File: src/rtl/rz_sprite_render.sv
// rz_sprite_render: 3-stage palette lookup and alpha blend of the rz sprite over the background.
// Define RZ_FADE_EN to compile in the per-frame fade-in FSM; otherwise alpha is fixed at 16.
module rz_sprite_render (
    input  logic        Clk,
    input  logic        Reset,
    input  logic        frame_clk,
    input  logic        is_rz,
    input  logic [15:0] rz_addr,
    input  logic [23:0] bg_rgb,
    output logic [15:0] rom_addr,
    input  logic [3:0]  rom_data,
    output logic [7:0]  VGA_R,
    output logic [7:0]  VGA_G,
    output logic [7:0]  VGA_B,
    output logic        rz_drawn
);

    function automatic logic [23:0] palette(input logic [3:0] idx);
        logic [23:0] c;
        unique case (idx)
            4'd0:  c = 24'h000000;
            4'd1:  c = 24'h000000;
            4'd2:  c = 24'hFFFFFF;
            4'd3:  c = 24'h808080;
            4'd4:  c = 24'hC0C0C0;
            4'd5:  c = 24'hE02020;
            4'd6:  c = 24'h20E020;
            4'd7:  c = 24'h2020E0;
            4'd8:  c = 24'hE0E020;
            4'd9:  c = 24'h20E0E0;
            4'd10: c = 24'hE020E0;
            4'd11: c = 24'h804000;
            4'd12: c = 24'hFF8000;
            4'd13: c = 24'h400080;
            4'd14: c = 24'h008040;
            4'd15: c = 24'h404040;
            default: c = 24'h000000;
        endcase
        return c;
    endfunction

    assign rom_addr = rz_addr;

    // Stage 1: waiting on ROM; stage 2: palette registered; stage 3: blended output.
    logic        is_rz_s1_q, is_rz_s2_q;
    logic [23:0] bg_s1_q, bg_s2_q;
    logic        opaque_s2_q;
    logic [23:0] spr_s2_q;
    logic [23:0] rgb_q, rgb_d;
    logic        drawn_q, drawn_d;
    logic [23:0] sprite_rgb;

    always_ff @(posedge Clk or posedge Reset) begin
        if (Reset) begin
            is_rz_s1_q  <= 1'b0;
            bg_s1_q     <= '0;
            is_rz_s2_q  <= 1'b0;
            bg_s2_q     <= '0;
            opaque_s2_q <= 1'b0;
            spr_s2_q    <= '0;
            rgb_q       <= '0;
            drawn_q     <= 1'b0;
        end else begin
            is_rz_s1_q  <= is_rz;
            bg_s1_q     <= bg_rgb;
            is_rz_s2_q  <= is_rz_s1_q;
            bg_s2_q     <= bg_s1_q;
            opaque_s2_q <= (rom_data != 4'd0);
            spr_s2_q    <= palette(rom_data);
            rgb_q       <= rgb_d;
            drawn_q     <= drawn_d;
        end
    end

`ifdef RZ_FADE_EN
    typedef enum logic [1:0] {StHidden, StFadeIn, StShown} fade_state_e;

    fade_state_e state_q, state_d;
    logic [3:0]  fade_cnt_q, fade_cnt_d;
    logic        seen_q, seen_d, seen_now;
    logic [2:0]  fc_sync_q;
    logic        frame_tick;
    logic [4:0]  alpha;

    function automatic logic [7:0] blend(input logic [7:0] spr, input logic [7:0] bg,
                                         input logic [4:0] a);
        logic [11:0] acc;
        acc = {4'd0, spr} * {7'd0, a} + {4'd0, bg} * {7'd0, 5'd16 - a};
        return acc[11:4];
    endfunction

    // Two synchroniser flops, third flop for the rising-edge compare.
    assign frame_tick = fc_sync_q[1] & ~fc_sync_q[2];

    always_ff @(posedge Clk or posedge Reset) begin
        if (Reset) begin
            fc_sync_q  <= '0;
            seen_q     <= 1'b0;
            fade_cnt_q <= '0;
            state_q    <= StHidden;
        end else begin
            fc_sync_q  <= {fc_sync_q[1:0], frame_clk};
            seen_q     <= seen_d;
            fade_cnt_q <= fade_cnt_d;
            state_q    <= state_d;
        end
    end

    always_comb begin
        state_d    = state_q;
        fade_cnt_d = fade_cnt_q;
        // A sprite pixel on the tick cycle still belongs to the frame that is ending.
        seen_now   = seen_q | is_rz;
        seen_d     = frame_tick ? 1'b0 : seen_now;
        if (frame_tick) begin
            unique case (state_q)
                StHidden: begin
                    if (seen_now) begin
                        state_d    = StFadeIn;
                        fade_cnt_d = 4'd0;
                    end
                end
                StFadeIn: begin
                    if (!seen_now) begin
                        state_d    = StHidden;
                        fade_cnt_d = 4'd0;
                    end else begin
                        fade_cnt_d = fade_cnt_q + 4'd1;
                        if (fade_cnt_q == 4'd14) state_d = StShown;
                    end
                end
                StShown: begin
                    if (!seen_now) begin
                        state_d    = StHidden;
                        fade_cnt_d = 4'd0;
                    end
                end
                default: state_d = StHidden;
            endcase
        end
    end

    always_comb begin
        case (state_q)
            StShown:  alpha = 5'd16;
            StFadeIn: alpha = {1'b0, fade_cnt_q} + 5'd1;
            default:  alpha = 5'd1;
        endcase
    end

    assign sprite_rgb = {blend(spr_s2_q[23:16], bg_s2_q[23:16], alpha),
                         blend(spr_s2_q[15:8],  bg_s2_q[15:8],  alpha),
                         blend(spr_s2_q[7:0],   bg_s2_q[7:0],   alpha)};
`else
    logic unused_frame_clk;

    assign unused_frame_clk = frame_clk;
    assign sprite_rgb       = spr_s2_q;
`endif

    always_comb begin
        rgb_d   = bg_s2_q;
        drawn_d = 1'b0;
        if (is_rz_s2_q && opaque_s2_q) begin
            rgb_d   = sprite_rgb;
            drawn_d = 1'b1;
        end
    end

    assign VGA_R    = rgb_q[23:16];
    assign VGA_G    = rgb_q[15:8];
    assign VGA_B    = rgb_q[7:0];
    assign rz_drawn = drawn_q;

endmodule

File: config.mk
export PLATFORM = sky130hd
export DESIGN_NAME = rz_sprite_render
export DESIGN_NICKNAME = d
export VERILOG_FILES = /design/src/rtl/rz_sprite_render.sv
export SDC_FILE = /design/constraint.sdc
export NUM_CORES = 1
export LEC_CHECK = 0
export BUFFER_PORTS_ARGS = -buffer_cell sky130_fd_sc_hd__buf_2
export CAP_MARGIN = 25
export CORE_AREA = 2 2 76 78
export CTS_CLUSTER_SIZE = 16
export DETAILED_ROUTE_END_ITERATION = 8
export DIE_AREA = 0 0 78 80
export PLACE_DENSITY = 0.94
export SETUP_SLACK_MARGIN = 0.15
export SLEW_MARGIN = 40
export SYNTH_ARGS = -nofsm -noshare
export SYNTH_HDL_FRONTEND = slang
export SYNTH_SLANG_ARGS = --single-unit
File: constraint.sdc
create_clock -name Clk -period 4 [get_ports Clk]
set_input_delay 0.4 -clock Clk [delete_from_list [all_inputs] [get_ports Clk]]
set_output_delay 0.4 -clock Clk [all_outputs]
set_load 0.1 [all_outputs]
# ---- After elaboration in Yosys (flattened, before gate mapping)
# Memories as Yosys holds them, arrays and structs flattened. A register that Yosys moved wholly into a read port is not among the register bits.
# Index checks and enable logic that the tools add are counted.
# W data, S select, Z words.
dict set report word_totals {
  register_bits 76
  rom_bits 384
  inputBits 48
  output_inout_bits 41
  wordCells 12
  mem_count 1
}
dict set report op_classes {
  mux 2
  reduce_logical 2
}
# memory depth width read_ports rd_ports_with_merged_regs write_ports line
set mem_list {}
lappend mem_list {{(name not given)} 16 24 1 1 0 20} ;# unique case (idx)
# op count
set ops {}
lappend ops {{$mux W24} 1}
lappend ops {{$reduce_bool A4 Y1} 1}
lappend ops {{$logic_and A1 B1 Y1} 1}
lappend ops {{$mux W1} 1}

# ---- Logic depth before layout (Yosys ltp)
# Gate-level depths: netlist of the first run.
dict set report logic_depth {
  word_depth 2
  depth_mapped 6
  ltp_nobuf 5
}

# ---- Worst setup path before layout of the first run
# OpenSTA, ideal clock, no wires.
dict set report synth_path {
  kind {in2reg}
  startpoint {input port rom_data[1]}
  endpoint {register spr_s2_q[21]}
  setup_ns 0.126
  t_arrival_ns 1.187
  required_time_ns 3.874
  path_slack_ns 2.687
  path_stages 6
  n_path_buf 1
  cell_sequence {buf_2 inv_1 ha_1 nand2_1 o21ai_1 a221o_1}
}
# element line
set synth_lines {}
lappend synth_lines {{start: declaration} 11} ;# input logic [3:0] rom_data,
lappend synth_lines {{end: declaration} 48} ;# logic [23:0] spr_s2_q;

# ---- Worst setup path after layout of the first run
dict set report layout_path {
  startpoint {register rgb_q[5]}
  endpoint {output port VGA_B[5]}
}
# element line
set layout_lines {}
lappend layout_lines {{start: declaration} 49} ;# logic [23:0] rgb_q, rgb_d;
lappend layout_lines {{start signal: assignment} 70} ;# rgb_q <= rgb_d;
lappend layout_lines {{end: declaration} 14} ;# output logic [7:0] VGA_B,
# No word-level cell between the ends.

==> metrics.txt, run 1 <==
critical path launch point rgb_q[5]; reg2reg end rgb_q[7]; Final Cycle Share 37.5%; worst skew pair latency 0.34 ns; delay-heaviest family, CP buffers and inverters; syn_area_per_cell 15.8 sq um; Final WS setup 2.50 ns; Hold Vio Cnt, Final 0; Synth area leader dfrtp_1; initial core utilization 53.1%; CP max stage delay ~0.43 ns; CP max FO 1; WS Path Type register to output pin; placed cell area 3060 sq um; wire length per cell 13.2 microns; hold buffers post-CTS 0; CTS tree done; top achievable clock speed between 600 and 700 MHz; antenna violations before repair 0; fin. max-slew vios 0; Post-Route WL 3.98 mm; Ports 89; Ys Warns 0; Worst EP required 3.60 ns; DR iter-0 viols between 100 and 150; Yosys top cell area share 75.0%; buffers plus inverters on the worst setup path 1; nets@finish 279; FF-to-FF setup slack 2.62 ns; vias per cell 4.70; largest net degree at the start of global routing 53; Synth Instances approximately 180; post-CTS sizing 0; crit path cell chain buf_2; clock root buffer clkbuf_8; CTS Buf Count 9; maximum vdd drop 0.243 mV; clock-pin transition on the worst setup and hold timing paths roughly 0.07 ns; Mapped Area 2870 sq um; vias in the first global route 1468; largest cells by area after synthesis dfrtp_1 (75%), a21o_1 (4.4%), buf_4 (4.2%), ha_1 (2.6%), mux2_2 (2.0%); Final Instance Area 3250 sq um; final cell count without fillers 302; placed cells 286; core area 5410 sq um; clock skew 0.00692 ns; Syn-to-layout area delta 13.1%; deepest clock path buffer count 2; outcome finished clean; TritonRoute pass-1 iters 4; ANT nets after route 0; std cell rows 27; slowest CP cell buf_2; global-route wire length before repair 6.67 mm; port bufs 55; critical path arrival roughly 1.1 ns; post-layout util 60.0%; Worst-Margin Slew roughly 0.60 ns; Crit path depth 1; setup repair bufs after CTS 0; Register-to-Register Path Depth 2; Hold Crit Class input port to asynchronous set/reset pin; vias post-DR 1418; minimum clock period 1.50 ns; fillers 434; leakage power 0.00170 uW; Max-cap violations 0; Post-DP HPWL between 2 and 3 mm; most common cell after layout, fill and taps aside dfrtp_1; Die W between 70 and 80 microns; P per Cell Area 541 nW/um^2; clk sinks 86; antenna fix cells 0; Yosys reg bits 86; Overall Global Routing Usage 14.6%; Remaining DRCs 0; CP Capture Type output pin; worst r2r src is_rz_s2_q; share of cells above drive strength 1 between 30% and 40%; critical path launch point type register; grt ovf 0; H-tree levels 3; setup TNS 0 ns; full die area between 6000 and 7000 sq um; Chip Height 80 microns; pre-CTS setup slack 2.46 ns; sequential element share of the synthesized area between 70% and 80%; Syn Nets 236; final setup vio count 0; RSZ-0062 raised after global routing no; Slew headroom 60.0%; most frequent cells in the layout dfrtp_1 (86), buf_2 (55), a21o_1 (17), clkbuf_8 (9), ha_1 (6); synth unique cells 29; GP Congestion 0.742
==> power breakdown <==
part / leakage [uW] / internal (uW) / switching [uW]
clock: 0.0000904 / 287 / 269
sequential: 0.00102 / 923 / 14.1
combinational: 0.000589 / 52.2 / 212
total: 0.00170 / 1260 / 495
==> stage by stage <==
step	total power (uW)	hold slack, ns
floorplan	1240	0.331
global placement	1210	0.332
detailed placement	1220	0.335
CTS	1780	0.144
global route	1840	0.140
finish	1760	0.138
==> cell families (layout without fill, tap and decap cells) <==
kind of cell             after synthesis  count (layout)  synth area share [%]
AND/OR/NAND/NOR                       24              24                  4.49
AO/OA/AOI/OAI                         30              30                  7.67
buffers and inverters                 28              76                  6.89
multiplexers                           8               8                  3.36
flip-flops                            86              86                  75.0
adder cells (fa/ha/maj)                6               6                  2.62
==> synthesized netlist by cell type (all sizes together) <==
cell type and count:
nand3 2, a31o 1, mux2 7, nand2b 5, nor2b 1, nand2 4, ha 6, a32oi 1
dfrtp 86, or2 1, a221o 1, inv 4, o31ai 2, a211o 2, nor3b 1, a21o 17
buf 24, o21bai 1, mux2i 1, nor2 6, and3 4, a21oi 3, o21ai 2
==> registers in the layout (all words and copies together), names as in the netlist <==
register / count
bg_s2_q: 24
opaque_s2_q: 1
is_rz_s1_q: 1
bg_s1_q: 24
spr_s2_q: 10
rz_drawn: 1
is_rz_s2_q: 1
rgb_q: 24
==> final cells by class <==
class	instances	area [sq um]	share of cell area [%]
Tap cell	72	90.1	2.78
Clock buffer	12	135	4.16
Inverter	4	17.5	0.540
Clock inverter	4	47.5	1.46
Timing Repair Buffer	56	283	8.71
Multi-Input combinational cell	68	520	16.0
Sequential cell	86	2150	66.3
==> worst max-delay path by stage <==
stage	end	slack, ns
2_1_floorplan	bg_s1_q[0]	1.38
3_3_place_gp	rgb_q[6]	2.50
3_5_place_dp	bg_s1_q[7]	2.46
4_1_cts	VGA_G[7]	2.48
5_1_grt	VGA_B[5]	2.46
6_report	VGA_B[5]	2.50
==> per-layer routing <==
layer  global-route usage, %  vias up  share of wire [%]
met3                    3.62        8                5.8
li1                        -      665                  -
met4                    11.1        0                2.4
met1                    17.4      695                 42
met5                       0        -                  0
met2                    23.0       50                 50
==> worst register-to-register path, stage by stage, from the launching register on <==
cell and delay, ns:
dfrtp_1 0.41, nand2_2 0.45, mux2_2 0.41
No activity file was read; power rests on OpenSTA's default activity.
==> run 2, diff against run 1 <==
--- a/config.mk
+++ b/config.mk
@@ -7,11 +7,11 @@
 export LEC_CHECK = 0
 export BUFFER_PORTS_ARGS = -buffer_cell sky130_fd_sc_hd__buf_2
 export CAP_MARGIN = 25
-export CORE_AREA = 2 2 76 78
+export CORE_AREA = 2 2 79 81
 export CTS_CLUSTER_SIZE = 16
 export DETAILED_ROUTE_END_ITERATION = 8
-export DIE_AREA = 0 0 78 80
-export PLACE_DENSITY = 0.94
+export DIE_AREA = 0 0 81 83
+export PLACE_DENSITY = 0.89
 export SETUP_SLACK_MARGIN = 0.15
 export SLEW_MARGIN = 40
 export SYNTH_ARGS = -nofsm -noshare
==> constraint.sdc (replaced) <==
create_clock -name Clk -period 1.46 [get_ports Clk]
set_input_delay 0.146 -clock Clk [delete_from_list [all_inputs] [get_ports Clk]]
set_output_delay 0.146 -clock Clk [all_outputs]
set_load 0.1 [all_outputs]
==> run 2 against run 1 <==
Wire length grew 7.7%. Power rose to 2.8 times the previous value. Final area grew 9.6%. Die area up 7.7%. Core utilization grew 1.1 points.
==> metrics.txt, run 2 (synthesis gave the netlist of run 1 again) <==
share of cells above drive strength 1 roughly 33%; FF-to-FF setup slack 0.34 ns; CP Capture Type output pin; maximum vdd drop 0.729 mV; std cell rows 28; Chip Height between 80 and 90 microns; core area 5820 sq um; setup TNS 0 ns; antenna fix cells 0; Hold Crit Class input port to register; setup repair bufs after CTS 0; Die W roughly 81 microns; reg2reg end rgb_q[3]; Final WS setup 0.221 ns; CP max FO 1; slowest CP cell buf_2; Final Cycle Share 84.9%; largest net degree at the start of global routing 23; minimum clock period 1.24 ns; Remaining DRCs 0; vias per cell 4.57; global-route wire length before repair 7.07 mm; Crit path depth 1; worst r2r src is_rz_s2_q; final setup vio count 0; clock root buffer clkbuf_8; Max-cap violations 0; CTS Buf Count 9; initial core utilization 49.4%; vias in the first global route between 1500 and 2000; port bufs 55; P per Cell Area ~1400 nW/um^2; antenna violations before repair 0; critical path arrival 1.09 ns; Syn-to-layout area delta 24.0%; RSZ-0062 raised after global routing no; fillers 463; Ports 89; clock-pin transition on the worst setup and hold timing paths ~0.07 ns; critical path launch point rgb_q[5]; nets@finish 309; WS Path Type register to output pin; clk sinks 86; full die area roughly 6700 sq um; Post-DP HPWL 2.94 mm; Worst-Margin Slew 0.498 ns; crit path cell chain buf_2; Hold Vio Cnt, Final 0; H-tree levels 3; fin. max-slew vios 0; pre-CTS setup slack 0.209 ns; most frequent cells in the layout dfrtp_1 (86), buf_2 (55), dlygate4sd3_1 (26), a21o_1 (17), clkbuf_8 (10); Slew headroom roughly 67%; critical path launch point type register; TritonRoute pass-1 iters 4; clock skew about 0.0086 ns; Worst EP required 1.31 ns; worst hold start rom_data[0]; Register-to-Register Path Depth 3; GP Congestion 0.700; most common cell after layout, fill and taps aside dfrtp_1; Overall Global Routing Usage 14.5%; Post-Route WL roughly 4.3 mm; grt ovf 0; buffers plus inverters on the worst setup path 1; vias post-DR around 1500; worst skew pair latency 0.34 ns; CP max stage delay 0.42 ns; post-CTS sizing 0; DR iter-0 viols 65; deepest clock path buffer count 2; delay-heaviest family, CP buffers and inverters; outcome finished clean; ANT nets after route 0; hold buffers post-CTS 26; leakage power ~0.0018 uW; wire length per cell 12.9 microns; CTS tree done; Worst Setup EP VGA_B[5]; top achievable clock speed ~810 MHz; Regs by FF count bg_s1_q: 24 flops, bg_s2_q: 24 flops, rgb_q: 24 flops
run 2: worst min-delay path by stage:
| stage | depth (start not counted) | slack, ns | endpoint |
|---|---|---|---|
| floorplan | 0 | 0.18 | bg_s1_q[0] |
| global placement | 2 | 0.18 | bg_s2_q[22] |
| detailed placement | 2 | 0.18 | bg_s2_q[22] |
| CTS | 2 | 0.11 | spr_s2_q[15] |
| global route | 2 | 0.13 | spr_s2_q[15] |
| finish | 2 | 0.13 | spr_s2_q[15] |
run 2: through the flow:
stage                     power [uW]  instance area, sq um  std cells  utilization [%]  hold WS [ns]
after floorplan                 3410                  2870        182                -         0.177
after global placement          3340                  3110        293             53.5         0.178
after global routing            5130                  3560        333             61.2         0.126
final                           4900                  3560        333             61.2         0.129
after detailed placement        3360                  3110        293             53.5         0.178
after CTS                       4980                  3560        333             61.2         0.113
run 2: cell type report:
cell class,count,area (sq um),area share (%)
Clock buffer,11,141,3.97
Inverter,4,18.8,0.527
Multi-Input combinational cell,68,520,14.6
Sequential cell,86,2150,60.5
Timing Repair Buffer,86,586,16.5
Tap cell,75,93.8,2.64
Clock inverter,3,46.3,1.30
run 2: worst reg2reg max path, cell delays in order, from the launching register on:
cell	delay [ns]
dfrtp_1	0.39
nand2_2	0.17
buf_4	0.25
a21o_1	0.20
run 2: routing by layer:
layer	vias up	wire (microns)	GRT usage, %
li1	728	-	-
met1	739	1650	16.7
met2	46	2280	23.1
met3	9	300	7.17
met4	0	58	5.24
met5	-	0	0
run 2: power by group:
part           switching [uW]  internal [uW]  total, uW
logic                     592            199        791
clock network             718            821       1540
registers                39.0           2530       2570
total                    1350           3550       4900
==> run 3, diff against run 2 <==
==> constraint.sdc (replaced) <==
create_clock -name Clk -period 1.2 [get_ports Clk]
set_input_delay 0.12 -clock Clk [delete_from_list [all_inputs] [get_ports Clk]]
set_output_delay 0.12 -clock Clk [all_outputs]
set_load 0.1 [all_outputs]
==> run 3 against run 2 <==
Worst hold slack got worse by 0.0073 ns. Combinational power is 45% higher. Final cell count grew 1.8%. Non-clock buffer count rose by 3. Register-to-register slack worse by 0.20 ns. Flip-flop and latch count unchanged. Largest power group unchanged. Via count rose by 2.4%.
==> metrics.txt, run 3 (synthesis gave the netlist of run 1 again) <==
port bufs 55; P per Cell Area around 1600 nW/um^2; Chip Height 83 microns; outcome finished clean; GP Congestion between 0.7 and 0.8; fillers 399; Worst EP required 1.43 ns; full die area 6720 sq um; clk sinks between 80 and 90; Post-Route WL 5.00 mm; critical path arrival 1.30 ns; Post-DP HPWL 2.90 mm; Syn-to-layout area delta 36.9%; Hold Vio Cnt, Final 0; worst skew pair latency 0.34 ns; CP max FO 5; Ports 89; deepest clock path buffer count 2; Slew headroom roughly three quarters; Final Cycle Share 88.6%; maximum vdd drop 0.817 mV; final hold slack 0.121 ns; CTS Buf Count 9; std cell rows 28; setup TNS 0 ns; ANT nets after route 0; Worst-Margin Slew 0.399 ns; core area 5820 sq um; Hold Crit Class input port to register; Seq pwr share 49.0%; CP Capture Type register; Sw Share 26.9%; WS Path Type register to register; DR iter-0 viols 44; clock root buffer clkbuf_8; most frequent cells in the layout dfrtp_1 (84), buf_2 (30), dlygate4sd3_1 (26), buf_8 (22), a21o_1 (17); TritonRoute pass-1 iters 4; leakage power 0.00196 uW; sw power roughly 1700 uW; nets@finish about 310; vias in the first global route 1713; grt ovf 0; clock-pin transition on the worst setup and hold timing paths 0.08 ns; Internal 4730 uW; top achievable clock speed 940 MHz; Regs by FF count bg_s1_q: 24 flops, bg_s2_q: 24 flops, rgb_q: 24 flops; vias post-DR 1559; antenna fix cells 0; clock share of power around 33%; CTS tree done; Max-cap violations 0; Remaining DRCs 0; initial core utilization 49.4%; antenna violations before repair 0; largest net degree at the start of global routing 31; wire length per cell 14.7 microns; H-tree levels 3; global-route wire length before repair 8.06 mm; clock skew around 0.0086 ns; fin. max-slew vios 0; Die W 81 microns; vias per cell 4.60; RSZ-0062 raised after global routing yes; Overall Global Routing Usage 16.6%; minimum clock period 1.06 ns; share of cells above drive strength 1 34.5%; final setup vio count 0; most common cell after layout, fill and taps aside dfrtp_1; Comb pwr share between 15 and 20%; critical path launch point type register
[run 3: changes by cell type in the layout (fill, tap and decap cells not counted), sizes merged]
cell    before  now
buf         60   63
bufinv       1    2
clkbuf      11   13
clkinv       1    0
nand2        4    5
[run 3: metal layers]
layer	part of all wire, %	global-route usage [%]	vias to the layer above
met3	4.6	5.33	11
met2	54	27.7	49
met1	39	19.2	765
met4	1.6	7.70	0
met5	0	0	-
li1	-	-	734
[run 3: critical path: stages (launching register included)]
cell and delay (ns):
dfrtp_2 0.46, nand2_4 0.14, mux2_2 0.36
[run 3: area by class of cell]
| type | count | area (sq um) | share of cell area, % |
|---|---|---|---|
| clock inverter | 3 | 67.6 | 1.72 |
| inverter | 4 | 18.8 | 0.478 |
| sequential | 86 | 2150 | 54.8 |
| tap | 75 | 93.8 | 2.39 |
| multi-input combinational | 69 | 557 | 14.2 |
| timing repair buffer | 89 | 890 | 22.6 |
| clock buffer | 13 | 149 | 3.79 |
[run 3: repair_timing]
item / in CTS / in global routing
gates cloned: 0 / 1
endpoints found under the setup margin: 49 / 48
pin swaps: 0 / 1
hold buffers: 26 / 0
gates resized for setup: 58 / 27
endpoints found under the hold margin: 39 / 0
buffers inserted: 0 / 1
[run 3: power groups by stage]
stage	combinational, uW	sequential [uW]	clock, uW
5_1_grt	1210	3180	2360
3_5_place_dp	926	3190	0
2_1_floorplan	467	3680	0
3_3_place_gp	912	3180	0
6_report	1150	3170	2150
4_1_cts	1090	3150	2200
[run 3: stage by stage]
stage          worst slack, ns  instances  area [sq um]  util, %  power, uW
3_5_place_dp            0.0595        295          3150     54.2       4110
3_3_place_gp            0.0773        295          3150     54.2       4090
6_report                 0.136        339          3930     67.6       6460
4_1_cts                  0.128        337          3820     65.6       6440
5_1_grt                  0.105        339          3930     67.6       6740
2_1_floorplan           0.0862        182          2870        -       4150
[run 3: final timing paths]
kind | cells past startpoint | slack, ns | startpoint | to
hold reg to reg | 0 | 0.35 | bg_s1_q[7] | bg_s2_q[7]
setup reg to reg | 2 | 0.14 | is_rz_s2_q | rgb_q[6]
max in group asynchronous | 4 | 0.38 | Reset | rgb_q[9]
setup / recovery | 2 | 0.14 | is_rz_s2_q | rgb_q[6]
hold / removal | 3 | 0.12 | rom_data[0] | spr_s2_q[15]
min in group asynchronous | 3 | 0.32 | Reset | bg_s1_q[0]
